$ cat src/rtl/iic_eeprom_slave_pkg.sv
// Shared definitions for the I2C EEPROM target: FSM states, default device address and ACK level.
package iic_eeprom_slave_pkg;

  typedef enum logic [3:0] {
    ST_IDLE,
    ST_DEV,
    ST_ACK_DEV,
    ST_AH,
    ST_ACK_AH,
    ST_AL,
    ST_ACK_AL,
    ST_WR,
    ST_ACK_WR,
    ST_RD,
    ST_MACK,
    ST_WAIT_STOP
  } iic_state_e;

  localparam logic [6:0] DEV_ADDR_DEFAULT = 7'b1010_011;
  localparam logic       ACK_BIT          = 1'b0;

  function automatic logic addr_match(input logic [7:0] hdr, input logic [6:0] dev);
    return hdr[7:1] == dev;
  endfunction

endpackage

$ cat src/rtl/iic_eeprom_slave_if.sv
// Bus-side signal bundle of the I2C EEPROM target (SCL/SDA plus the RAM write strobe).
interface iic_eeprom_slave_if #(
  parameter int MEM_AW = 8
) ();
  logic              scl;
  logic              sda_i;
  logic              sda_oe;
  logic              busy;
  logic              wr_stb;
  logic [MEM_AW-1:0] wr_addr;
  logic [7:0]        wr_data;

  modport master (
    output scl, sda_i,
    input  sda_oe, busy, wr_stb, wr_addr, wr_data
  );

  modport slave (
    input  scl, sda_i,
    output sda_oe, busy, wr_stb, wr_addr, wr_data
  );
endinterface

$ cat src/rtl/iic_eeprom_slave_line_sync.sv
// SCL/SDA synchroniser with single-clock SCL edge pulses and START/STOP detection.
module iic_eeprom_slave_line_sync #(
  parameter int SYNC_STAGES = 2
) (
  input  logic clk,
  input  logic rst,
  input  logic scl_i,
  input  logic sda_i,
  output logic sda_o,
  output logic scl_rise_o,
  output logic scl_fall_o,
  output logic start_o,
  output logic stop_o
);
  logic [SYNC_STAGES-1:0] scl_sync_q;
  logic [SYNC_STAGES-1:0] sda_sync_q;
  logic                   scl_prev_q;
  logic                   sda_prev_q;
  logic                   scl_s;

  // Reset to the idle-bus level so releasing reset never fakes an edge.
  always_ff @(posedge clk or posedge rst) begin
    if (rst) begin
      scl_sync_q <= '1;
      sda_sync_q <= '1;
      scl_prev_q <= 1'b1;
      sda_prev_q <= 1'b1;
    end else begin
      scl_sync_q <= {scl_sync_q[SYNC_STAGES-2:0], scl_i};
      sda_sync_q <= {sda_sync_q[SYNC_STAGES-2:0], sda_i};
      scl_prev_q <= scl_sync_q[SYNC_STAGES-1];
      sda_prev_q <= sda_sync_q[SYNC_STAGES-1];
    end
  end

  assign scl_s      = scl_sync_q[SYNC_STAGES-1];
  assign sda_o      = sda_sync_q[SYNC_STAGES-1];
  assign scl_rise_o = scl_s & ~scl_prev_q;
  assign scl_fall_o = ~scl_s & scl_prev_q;
  assign start_o    = scl_s & scl_prev_q & sda_prev_q & ~sda_o;
  assign stop_o     = scl_s & scl_prev_q & ~sda_prev_q & sda_o;

endmodule

$ cat src/rtl/iic_eeprom_slave.sv
// I2C target emulating a 24Cxx EEPROM with a two-byte word address and internal RAM.
// Define IIC_SLAVE_PAGE_WRAP_EN to confine write-pointer increments to a PAGE_SIZE page.
module iic_eeprom_slave
  import iic_eeprom_slave_pkg::*;
#(
  parameter logic [6:0] DEV_ADDR    = DEV_ADDR_DEFAULT,
  parameter int         MEM_AW      = 8,
  parameter int         PAGE_SIZE   = 32,
  parameter int         SYNC_STAGES = 2
) (
  input  logic              clk,
  input  logic              rst,
  iic_eeprom_slave_if.slave bus
);

  if (SYNC_STAGES < 2 || MEM_AW < 1 || MEM_AW > 16 || PAGE_SIZE < 1 ||
      (PAGE_SIZE & (PAGE_SIZE - 1)) != 0) begin : g_bad_cfg
    $error("iic_eeprom_slave: unsupported parameter set");
  end

  logic sda_s, scl_rise, scl_fall, start_det, stop_det;

  iic_eeprom_slave_line_sync #(.SYNC_STAGES(SYNC_STAGES)) u_line_sync (
    .clk       (clk),
    .rst       (rst),
    .scl_i     (bus.scl),
    .sda_i     (bus.sda_i),
    .sda_o     (sda_s),
    .scl_rise_o(scl_rise),
    .scl_fall_o(scl_fall),
    .start_o   (start_det),
    .stop_o    (stop_det)
  );

  iic_state_e        state_q;
  logic              sda_oe_q, busy_q, wr_stb_q, rw_q, mack_q, fall_d1_q;
  logic [MEM_AW-1:0] wr_addr_q, ptr_q, ptr_wr_d, ptr_rd_d;
  logic [7:0]        wr_data_q, shift_q, tx_q, rd_byte;
  logic [3:0]        cnt_q;
  logic [7:0]        mem [0:2**MEM_AW-1];

  assign ptr_rd_d = ptr_q + MEM_AW'(1);
`ifdef IIC_SLAVE_PAGE_WRAP_EN
  localparam logic [MEM_AW-1:0] PAGE_MASK = MEM_AW'(PAGE_SIZE - 1);
  assign ptr_wr_d = (ptr_q & ~PAGE_MASK) | (ptr_rd_d & PAGE_MASK);
`else
  assign ptr_wr_d = ptr_rd_d;
`endif

  // The RAM is written from the registered strobe, one clock after it is presented.
  always_ff @(posedge clk) begin
    if (wr_stb_q) mem[wr_addr_q] <= wr_data_q;
  end

  assign rd_byte = mem[ptr_q];

  // SDA only ever changes on fall_d1_q, one clock after the synchronised SCL fall.
  always_ff @(posedge clk or posedge rst) begin
    if (rst) begin
      state_q   <= ST_IDLE;
      sda_oe_q  <= 1'b0;
      busy_q    <= 1'b0;
      wr_stb_q  <= 1'b0;
      wr_addr_q <= '0;
      wr_data_q <= '0;
      ptr_q     <= '0;
      cnt_q     <= '0;
      shift_q   <= '0;
      tx_q      <= '0;
      rw_q      <= 1'b0;
      mack_q    <= 1'b0;
      fall_d1_q <= 1'b0;
    end else begin
      wr_stb_q  <= 1'b0;
      fall_d1_q <= scl_fall;
      if (stop_det) begin
        state_q  <= ST_IDLE;
        sda_oe_q <= 1'b0;
        busy_q   <= 1'b0;
      end else if (start_det) begin
        state_q  <= ST_DEV;
        sda_oe_q <= 1'b0;
        busy_q   <= 1'b0;
        cnt_q    <= '0;
      end else begin
        case (state_q)
          ST_DEV, ST_AH, ST_AL, ST_WR: begin
            if (scl_rise && cnt_q != 4'd8) begin
              shift_q <= {shift_q[6:0], sda_s};
              cnt_q   <= cnt_q + 4'd1;
              if (state_q == ST_WR && cnt_q == 4'd7) begin
                wr_stb_q  <= 1'b1;
                wr_addr_q <= ptr_q;
                wr_data_q <= {shift_q[6:0], sda_s};
                ptr_q     <= ptr_wr_d;
              end
            end
            if (fall_d1_q && cnt_q == 4'd8) begin
              cnt_q <= '0;
              if (state_q == ST_DEV) begin
                if (addr_match(shift_q, DEV_ADDR)) begin
                  sda_oe_q <= 1'b1;
                  busy_q   <= 1'b1;
                  rw_q     <= shift_q[0];
                  state_q  <= ST_ACK_DEV;
                end else begin
                  state_q  <= ST_WAIT_STOP;
                end
              end else if (state_q == ST_AH) begin
                ptr_q    <= MEM_AW'(shift_q);
                sda_oe_q <= 1'b1;
                state_q  <= ST_ACK_AH;
              end else if (state_q == ST_AL) begin
                // Upper word-address bits beyond MEM_AW fall off the truncation.
                ptr_q    <= MEM_AW'({ptr_q, shift_q});
                sda_oe_q <= 1'b1;
                state_q  <= ST_ACK_AL;
              end else begin
                sda_oe_q <= 1'b1;
                state_q  <= ST_ACK_WR;
              end
            end
          end
          ST_ACK_DEV: begin
            if (fall_d1_q) begin
              cnt_q <= '0;
              if (rw_q) begin
                tx_q     <= rd_byte;
                sda_oe_q <= ~rd_byte[7];
                state_q  <= ST_RD;
              end else begin
                sda_oe_q <= 1'b0;
                state_q  <= ST_AH;
              end
            end
          end
          ST_ACK_AH: begin
            if (fall_d1_q) begin
              sda_oe_q <= 1'b0;
              state_q  <= ST_AL;
            end
          end
          ST_ACK_AL, ST_ACK_WR: begin
            if (fall_d1_q) begin
              sda_oe_q <= 1'b0;
              state_q  <= ST_WR;
            end
          end
          ST_RD: begin
            if (scl_rise) cnt_q <= cnt_q + 4'd1;
            if (fall_d1_q) begin
              if (cnt_q == 4'd8) begin
                sda_oe_q <= 1'b0;
                ptr_q    <= ptr_rd_d;
                cnt_q    <= '0;
                state_q  <= ST_MACK;
              end else begin
                tx_q     <= {tx_q[6:0], 1'b0};
                sda_oe_q <= ~tx_q[6];
              end
            end
          end
          ST_MACK: begin
            if (scl_rise) mack_q <= (sda_s == ACK_BIT);
            if (fall_d1_q) begin
              if (mack_q) begin
                tx_q     <= rd_byte;
                sda_oe_q <= ~rd_byte[7];
                state_q  <= ST_RD;
              end else begin
                sda_oe_q <= 1'b0;
                busy_q   <= 1'b0;
                state_q  <= ST_WAIT_STOP;
              end
            end
          end
          ST_IDLE, ST_WAIT_STOP: ;
          default: begin
            state_q  <= ST_IDLE;
            sda_oe_q <= 1'b0;
          end
        endcase
      end
    end
  end

  assign bus.sda_oe  = sda_oe_q;
  assign bus.busy    = busy_q;
  assign bus.wr_stb  = wr_stb_q;
  assign bus.wr_addr = wr_addr_q;
  assign bus.wr_data = wr_data_q;

endmodule
$ cat src/flat_wrapper.sv
// flat-port wrapper written by rule: the top's interface ports become plain ports
module iic_eeprom_slave_flat import iic_eeprom_slave_pkg::*;
#(
  parameter logic [6:0] DEV_ADDR    = DEV_ADDR_DEFAULT,
  parameter int         MEM_AW      = 8,
  parameter int         PAGE_SIZE   = 32,
  parameter int         SYNC_STAGES = 2
)
  (clk, rst, bus_scl, bus_sda_i, bus_sda_oe, bus_busy, bus_wr_stb, bus_wr_addr, bus_wr_data);
  iic_eeprom_slave_if #(.MEM_AW(MEM_AW)) bus_i ();
  input  logic clk;
  input  logic rst;
  input wire logic [$bits(bus_i.scl)-1:0] bus_scl;
  input wire logic [$bits(bus_i.sda_i)-1:0] bus_sda_i;
  output wire logic [$bits(bus_i.sda_oe)-1:0] bus_sda_oe;
  output wire logic [$bits(bus_i.busy)-1:0] bus_busy;
  output wire logic [$bits(bus_i.wr_stb)-1:0] bus_wr_stb;
  output wire logic [$bits(bus_i.wr_addr)-1:0] bus_wr_addr;
  output wire logic [$bits(bus_i.wr_data)-1:0] bus_wr_data;
  assign bus_i.scl = bus_scl;
  assign bus_i.sda_i = bus_sda_i;
  assign bus_sda_oe = bus_i.sda_oe;
  assign bus_busy = bus_i.busy;
  assign bus_wr_stb = bus_i.wr_stb;
  assign bus_wr_addr = bus_i.wr_addr;
  assign bus_wr_data = bus_i.wr_data;
  iic_eeprom_slave #(.DEV_ADDR(DEV_ADDR), .MEM_AW(MEM_AW), .PAGE_SIZE(PAGE_SIZE), .SYNC_STAGES(SYNC_STAGES)) u_core (.clk(clk), .rst(rst), .bus(bus_i));
endmodule
$ cat config.mk
export PLATFORM = sky130hd
export DESIGN_NAME = iic_eeprom_slave_flat
export DESIGN_NICKNAME = d
export VERILOG_FILES = /design/src/rtl/iic_eeprom_slave_pkg.sv /design/src/rtl/iic_eeprom_slave_if.sv /design/src/rtl/iic_eeprom_slave_line_sync.sv /design/src/rtl/iic_eeprom_slave.sv /design/src/flat_wrapper.sv
export SDC_FILE = /design/constraint.sdc
export NUM_CORES = 2
export LEC_CHECK = 0
export CAP_MARGIN = 10
export CORE_MARGIN = 2
export CORE_UTILIZATION = 56
export CTS_CLUSTER_DIAMETER = 30
export CTS_CLUSTER_SIZE = 12
export DETAILED_ROUTE_END_ITERATION = 10
export PLACE_DENSITY = 0.73
export SETUP_SLACK_MARGIN = 0.5
export SYNTH_ARGS = -nofsm -noshare
export SYNTH_HDL_FRONTEND = slang
export SYNTH_HIERARCHICAL = 1
export SYNTH_SLANG_ARGS = --single-unit
$ cat constraint.sdc
create_clock -name clk -period 6.7 [get_ports clk]
set_input_delay 1.34 -clock clk [delete_from_list [all_inputs] [get_ports clk]]
set_output_delay 1.34 -clock clk [all_outputs]
set_load 0.05 [all_outputs]
**Yosys cells after proc, flatten, opt, wreduce, memory -nomap -nowiden**

Memories as Yosys holds them, arrays and structs flattened.
Index checks and enable logic that the tools add are counted.

- Word-level logic and storage cells: 161
- Input bits: 4
- Flip-flop bits (word level): 59
- RAM bits: 2048
- Output and inout bits: 19
- Memories: 1

Memories:

| memory | depth | bits a word | read ports | clocked after Yosys merged registers in | wr ports | line | source |
|---|---|---|---|---|---|---|---|
| u_core.mem | 256 | 8 | 1 | 0 | 1 | iic_eeprom_slave.sv:40 | `logic [7:0] mem [0:2**MEM_AW-1];` |

- Bitwise gates (word level): 15
- Mux-type cells: 67
- Reductions and logical operators: 22
- Equality and inequality tests: 37
- Add/subtract/negate cells: 2

Operator list:

| operator | number |
|---|---|
| 4-bit 2-to-1 mux | 21 |
| 8-bit 2-to-1 mux | 8 |
| 4-bit by 1-bit != test with 1-bit output, second input constant | 11 |
| 7-bit 2-to-1 mux | 6 |
| 4-bit one-hot mux with 7 select lines | 1 |
| 1-bit 2-to-1 mux | 25 |
| 7-bit one-hot mux with 3 select lines | 1 |
| 4-bit by 3-bit equality test with 1-bit output, second input constant | 5 |
| 4-bit equality test, second input constant | 5 |
| 8-bit one-hot mux with 2 select lines | 1 |
| 2-bit by 1-bit != test with 1-bit output, second input constant | 6 |
| 4-bit one-hot mux with 3 select lines | 1 |
| 4-bit AND reduction | 3 |
| 6-bit AND reduction | 2 |
| 5-bit AND reduction | 2 |
| 9-bit AND reduction | 1 |
| 8-bit by 1-bit adder with 8-bit output, second input constant | 1 |
| 4-bit by 2-bit equality test with 1-bit output, second input constant | 2 |
| 1-bit inverter | 8 |
| 8-bit AND reduction | 1 |
| 4-bit nonzero test | 2 |
| 1-bit AND | 7 |
| 7-bit equality test, second input constant | 1 |
| 7-bit AND reduction | 1 |
| 17 further kinds | 21 |

**Longest topological paths before layout**

- Depth in word-level cells: 9
- Gate-level depth with buffers: 13
- Mapped depth without buffers: 9

**Modules after synthesis**

Netlist, hierarchy kept.

By module, submodules not included:

| module | sequential area each (µm²) | area each (µm²) | times used | cells an instance |
|---|---|---|---|---|
| iic_eeprom_slave | 62825.3 | 82354.0 | 1 | 3926 |
| iic_eeprom_slave_line_sync | 157.7 | 193.9 | 1 | 11 |

**Least setup slack after synthesis**

Ideal clock, no wire load.

- Path type: reg2out
- Start: register u_core.wr_data_q[0] (netlist: u_core/bus.wr_data[0])
- End: output bus_wr_data[0]
- Data required time: 5360 ps
- Stages on the path, launching flop included: 1
- Arrival: 3478 ps
- Path buffers: 0
- Slack: 1882 ps
- Cells stage by stage: dfrtp_1

RTL lines:

| element | line | source |
|---|---|---|
| start, declared | iic_eeprom_slave.sv:38 | `logic [7:0] wr_data_q, shift_q, tx_q, rd_byte;` |
| start signal, assigned | iic_eeprom_slave.sv:94 | `wr_data_q <= {shift_q[6:0], sda_s};` |
| end, declared | flat_wrapper.sv:19 | `output wire logic [$bits(bus_i.wr_data)-1:0] bus_wr_data;` |

No word-level cell between the ends.

**Worst setup path after layout**

- Start: register u_core.ptr_q[0]
- End: register u_core.tx_q[4]

- Word-level cells in the longest chain between the ends: 4
- Elaborated cells between the ends (all ways): 6
- Classes of those cells: mux (5); memory (1)

Ends and longest elaborated chain:

| element | line | source |
|---|---|---|
| start, declared | iic_eeprom_slave.sv:37 | `logic [MEM_AW-1:0] wr_addr_q, ptr_q, ptr_wr_d, ptr_rd_d;` |
| start signal, assigned | iic_eeprom_slave.sv:95 | `ptr_q <= ptr_wr_d;` |
| start signal, assigned | iic_eeprom_slave.sv:110 | `ptr_q <= MEM_AW'(shift_q);` |
| start signal, assigned | iic_eeprom_slave.sv:115 | `ptr_q <= MEM_AW'({ptr_q, shift_q});` |
| memory read 256 x 8 bit (*) | -- |  |
| 7-bit 2-to-1 mux (on tied branches) | iic_eeprom_slave.sv:166, iic_eeprom_slave.sv:127 |  |
| 7-bit 2-to-1 mux (on tied branches) | iic_eeprom_slave.sv:165, iic_eeprom_slave.sv:125 |  |
| 7-bit one-hot mux with 3 select lines (*) | iic_eeprom_slave.sv:86 | `case (state_q)` |
| end signal, assigned | iic_eeprom_slave.sv:128 | `tx_q <= rd_byte;` |
| end signal, assigned | iic_eeprom_slave.sv:158 | `tx_q <= {tx_q[6:0], 1'b0};` |
| end signal, assigned | iic_eeprom_slave.sv:167 | `tx_q <= rd_byte;` |
| end, declared | iic_eeprom_slave.sv:38 |  |

Every way passes the cells marked *; elsewhere a longest branch is shown, timed or not. The select of a mux whose other input is x is not followed.
A chain may end at the register's enable or synchronous reset.

==> impl_metrics.sql <==
INSERT INTO impl_metrics (metric_group, metric, value, unit) VALUES
('synth', 'post_synth.cell_area_avg', '21.0', 'µm²'),
('synth', 'number_of_synthesized_register_bits', '2107', ''),
('clock_network', 'cts-buffers-inserted', '375', ''),
('synth', 'ys_warn_count', '6', ''),
('place', 'gp_congestion', '0.967', ''),
('grt', 'antenna_violations_before_repair', '6', ''),
('critical_path', 'critical_path.startpoint_type', 'flip-flop', ''),
('status', 'outcome', 'complete, but fails checks', ''),
('sta', 'rsz0062_at_grt', 'no', ''),
('sta', 'setup_violations', '0', ''),
('power_and_ir_drop', 'power_leakage', '30.3', 'nW'),
('clock_network', 'cts.repair.resized', '0', ''),
('drt', 'num_vias', '43800', ''),
('floorplanning', 'initial_core_util', '56.6', '%'),
('grt', 'grt_use_total', '29.5', '%'),
('critical_path', 'timing.reg2reg.setup_slack', '1.88', 'ns'),
('drt', 'drtPass1Iterations', '8', ''),
('cells_and_area', 'drive_gt1_share', '28.9', '%'),
('drt', 'drt-vias-per-instance', '6.85', ''),
('sta', 'max_slew_margin', '-2.11', '%'),
('synth', 'synth_fp_nets', '3944', ''),
('place', 'hpwl', '126000', 'µm'),
('cells_and_area', 'total_number_of_nets_in_the_final_design', '4182', ''),
('place', 'port_buffers', '22', ''),
('drt', 'first_iter_violations', '6841', ''),
('floorplanning', 'floorplan.io_pins', '23', ''),
('job', 'cap_violations', '2', ''),
('clock_network', 'clock_tree.root_cell', 'sky130_fd_sc_hd__clkbuf_16', ''),
('sta', 'fraction_of_the_cycle_the_final_worst_path_needs', '71.9', '%'),
('status', 'failed_checks', 'capacitance limit, slew limit', ''),
('clock_network', 'clock_tree.buffer_depth', '4', ''),
('drt', 'wl', '220000', 'µm'),
('critical_path', 'startpoint', 'u_core/ptr_q[0]$_DFFE_PP0P_', ''),
('clock_network', 'cts_hold_repair.buffers', '0', ''),
('critical_path', 'arrival', '5.54', 'ns'),
('sta', 'worst_slew_pin_slew', '1.51', 'ns'),
('synth', 'mappedNetlistArea', '82500', 'µm²'),
('floorplanning', 'design.core.area', '146000', 'µm²'),
('sta', 'timing.final.max_slew_violations', '3', ''),
('sta', 'worst_clock_skew', '0.0598', 'ns'),
('clock_network', 'cts_tree', 'done', ''),
('synth', 'netlist-cell-type-count', '73', ''),
('critical_path', 'r2r-end', 'u_core/tx_q[4]$_DFFE_PP0P_', ''),
('cells_and_area', 'final_util', '66.6', '%'),
('critical_path', 'worst_setup_path_endpoint', 'u_core/tx_q[4]$_DFFE_PP0P_', ''),
('power_and_ir_drop', 'worst_voltage_drop_across_the_vdd_grid', '0.391', 'mV'),
('floorplanning', 'placementRows', '140', ''),
('drt', 'route.antenna.remaining_nets', '0', ''),
('clock_network', 'clock_insertion_delay_worst_skew', '0.94', 'ns'),
('grt', 'global_route_wire_length_before_repair', '317000', 'µm'),
('sta', 'max_freq', '0.207', 'GHz'),
('synth', 'synthCells', '3937', ''),
('critical_path', 'critical_path_required', '7.42', 'ns'),
('floorplanning', 'die-area', '150000', 'µm²'),
('cells_and_area', 'area_growth_syn_to_layout', '17.6', '%'),
('power_and_ir_drop', 'power_density', '394', 'nW/µm²'),
('hold_path', 'hold_path_class', 'flip-flop to flip-flop', ''),
('cells_and_area', 'layout_commonest_cell', 'sky130_fd_sc_hd__edfxtp_1', ''),
('drt', 'wl_per_cell', '34.4', 'µm'),
('floorplanning', 'die_w', '388', 'µm'),
('grt', 'grt.overflow.total', '0', ''),
('critical_path', 'crit_path_max_fanout', '27', ''),
('sta', 'finalHoldViolations', '0', ''),
('grt', 'grt_max_degree', '137', ''),
('grt', 'first_global_vias', '43800', ''),
('sta', 'fin_crit', '4.82', 'ns'),
('clock_network', 'worst_setup_hold_path_clk_slew', '0.05', 'ns'),
('drt', 'drt_drc_violations_left', '0', ''),
('sta', 'timing.setup.tns', '0', 'ns'),
('critical_path', 'timing.setup.critical_path_class', 'flip-flop to flip-flop', ''),
('sta', 'holdWs', '0.360', 'ns'),
('clock_network', 'htree_levels', '5', ''),
('floorplanning', 'die_height', '388', 'µm'),
('critical_path', 'r2r_cells', '7', ''),
('synth', 'postSynth.asyncResetShare', '2.80', '%'),
('clock_network', 'clock_sink_count', '2107', ''),
('synth', 'synth-edff-count', '2048', ''),
('synth', 'most_common_flop_cell_mapped_by_yosys', 'sky130_fd_sc_hd__edfxtp_1', ''),
('critical_path', 'reg2reg_from', 'u_core/ptr_q[0]$_DFFE_PP0P_', ''),
('cells_and_area', 'most-common-layout-cells', 'sky130_fd_sc_hd__edfxtp_1, sky130_fd_sc_hd__mux4_2, sky130_fd_sc_hd__clkbuf_16', ''),
('critical_path', 'critical_path.endpoint_type', 'flip-flop', ''),
('synth', 'synth_sequential_area_ratio', '76.3', '%'),
('clock_network', 'cts.repair_timing.setup_buffer_count', '0', '');
## worst min-delay path by stage
| stage | start | to | depth (start not counted) |
|---|---|---|---|
| floorplan | u_core/u_line_sync/scl_sync_q[0]$_DFF_PP1_ | u_core/u_line_sync/scl_sync_q[1]$_DFF_PP1_ | 0 |
| global placement | u_core/u_line_sync/scl_sync_q[0]$_DFF_PP1_ | u_core/u_line_sync/scl_sync_q[1]$_DFF_PP1_ | 0 |
| detailed placement | u_core/u_line_sync/sda_sync_q[0]$_DFF_PP1_ | u_core/u_line_sync/sda_sync_q[1]$_DFF_PP1_ | 0 |
| CTS | u_core/u_line_sync/scl_sync_q[0]$_DFF_PP1_ | u_core/u_line_sync/scl_sync_q[1]$_DFF_PP1_ | 0 |
| global route | u_core/u_line_sync/scl_sync_q[0]$_DFF_PP1_ | u_core/u_line_sync/scl_sync_q[1]$_DFF_PP1_ | 0 |
| finish | u_core/u_line_sync/scl_sync_q[0]$_DFF_PP1_ | u_core/u_line_sync/scl_sync_q[1]$_DFF_PP1_ | 0 |
## kinds of logic (layout without fill, tap and decap cells)
| group | Yosys count | count (layout) | synth area share (%) |
|---|---|---|---|
| compound gates | 347 | 347 | 2.91 |
| xor+xnor | 2 | 2 | 0.0212 |
| fa+ha+maj | 3 | 3 | 0.0455 |
| buf+inv | 250 | 783 | 1.64 |
| flops | 2107 | 2107 | 76.3 |
| mux | 676 | 676 | 16.1 |
| other cells | 0 | 8 | 0 |
| simple gates | 552 | 552 | 3.00 |
## cell type report
type	count	area [µm²]
flip-flops and latches	2107	63000
fillers	8678	48800
multi-input cells	1580	18200
clock buffers	403	9580
clock inverters	269	2840
well taps	1917	2400
repair buffers	98	941
inverters	13	48.8
diodes	8	20.0
## power by group
part	switching, mW	leakage [nW]	total, mW	internal [mW]
Clock	6.58	5.98	18.6	12.0
Sequential	0.230	19.1	14.6	14.3
Combinational	3.15	5.24	5.14	1.99
## layer usage
layer  up-vias  share of wire [%]  GRT usage, %
met5         -              0.010             0
met4         4                4.8          13.3
met1     22900                 36          40.6
li1      17100                  -             -
met2      3296                 46          43.6
met3       579                 13          9.45
## synth_stat cells (41+ instances only)
cell	count	area share, %
sky130_fd_sc_hd__a21oi_1	70	0.42
sky130_fd_sc_hd__a22oi_1	44	0.40
sky130_fd_sc_hd__buf_2	48	0.29
sky130_fd_sc_hd__clkbuf_1	110	0.50
sky130_fd_sc_hd__dfrtp_1	53	1.6
sky130_fd_sc_hd__edfxtp_1	2048	75
sky130_fd_sc_hd__mux2_2	54	0.74
sky130_fd_sc_hd__mux2i_1	105	1.3
sky130_fd_sc_hd__mux4_2	515	14
sky130_fd_sc_hd__nand2_1	81	0.37
sky130_fd_sc_hd__nand3_1	41	0.25
sky130_fd_sc_hd__nor2_1	305	1.4
sky130_fd_sc_hd__o22ai_1	45	0.34
## stage by stage
| step | instance area (µm²) | std cells | worst slack [ns] | power, mW |
|---|---|---|---|---|
| 2_1_floorplan | 82500 | 3937 | 1.88 | 18.7 |
| 3_3_place_gp | 84600 | 5711 | 1.96 | 19.8 |
| 3_5_place_dp | 84600 | 5714 | 2.04 | 19.8 |
| 4_1_cts | 97100 | 6386 | 2.01 | 38.4 |
| 5_1_grt | 97100 | 6387 | 2.00 | 39.3 |
| 6_report | 97100 | 6395 | 1.88 | 38.3 |
## worst max-delay path: stages (launching register included)
cell and delay (ns):
sky130_fd_sc_hd__dfrtp_4 0.78, sky130_fd_sc_hd__buf_4 0.59, sky130_fd_sc_hd__buf_4 0.47, sky130_fd_sc_hd__mux4_2 0.56, sky130_fd_sc_hd__a211oi_1 0.53, sky130_fd_sc_hd__a2111oi_0 0.16, sky130_fd_sc_hd__nor4b_1 1.24, sky130_fd_sc_hd__o31ai_1 0.23
## sequential cells by signal (all words and copies together) (netlist names), 2 cells and up
name and cells:
u_core/tx_q 7, u_core/cnt_q 4, u_core/bus.wr_data 8, u_core/ptr_q 8, u_core/state_q 4, u_core/bus.wr_addr 8, u_core/u_line_sync/sda_sync_q 2, u_core/mem 2048
u_core/u_line_sync/scl_sync_q 2, u_core/shift_q 8
Note: power is estimated with default switching activity, not from simulation.
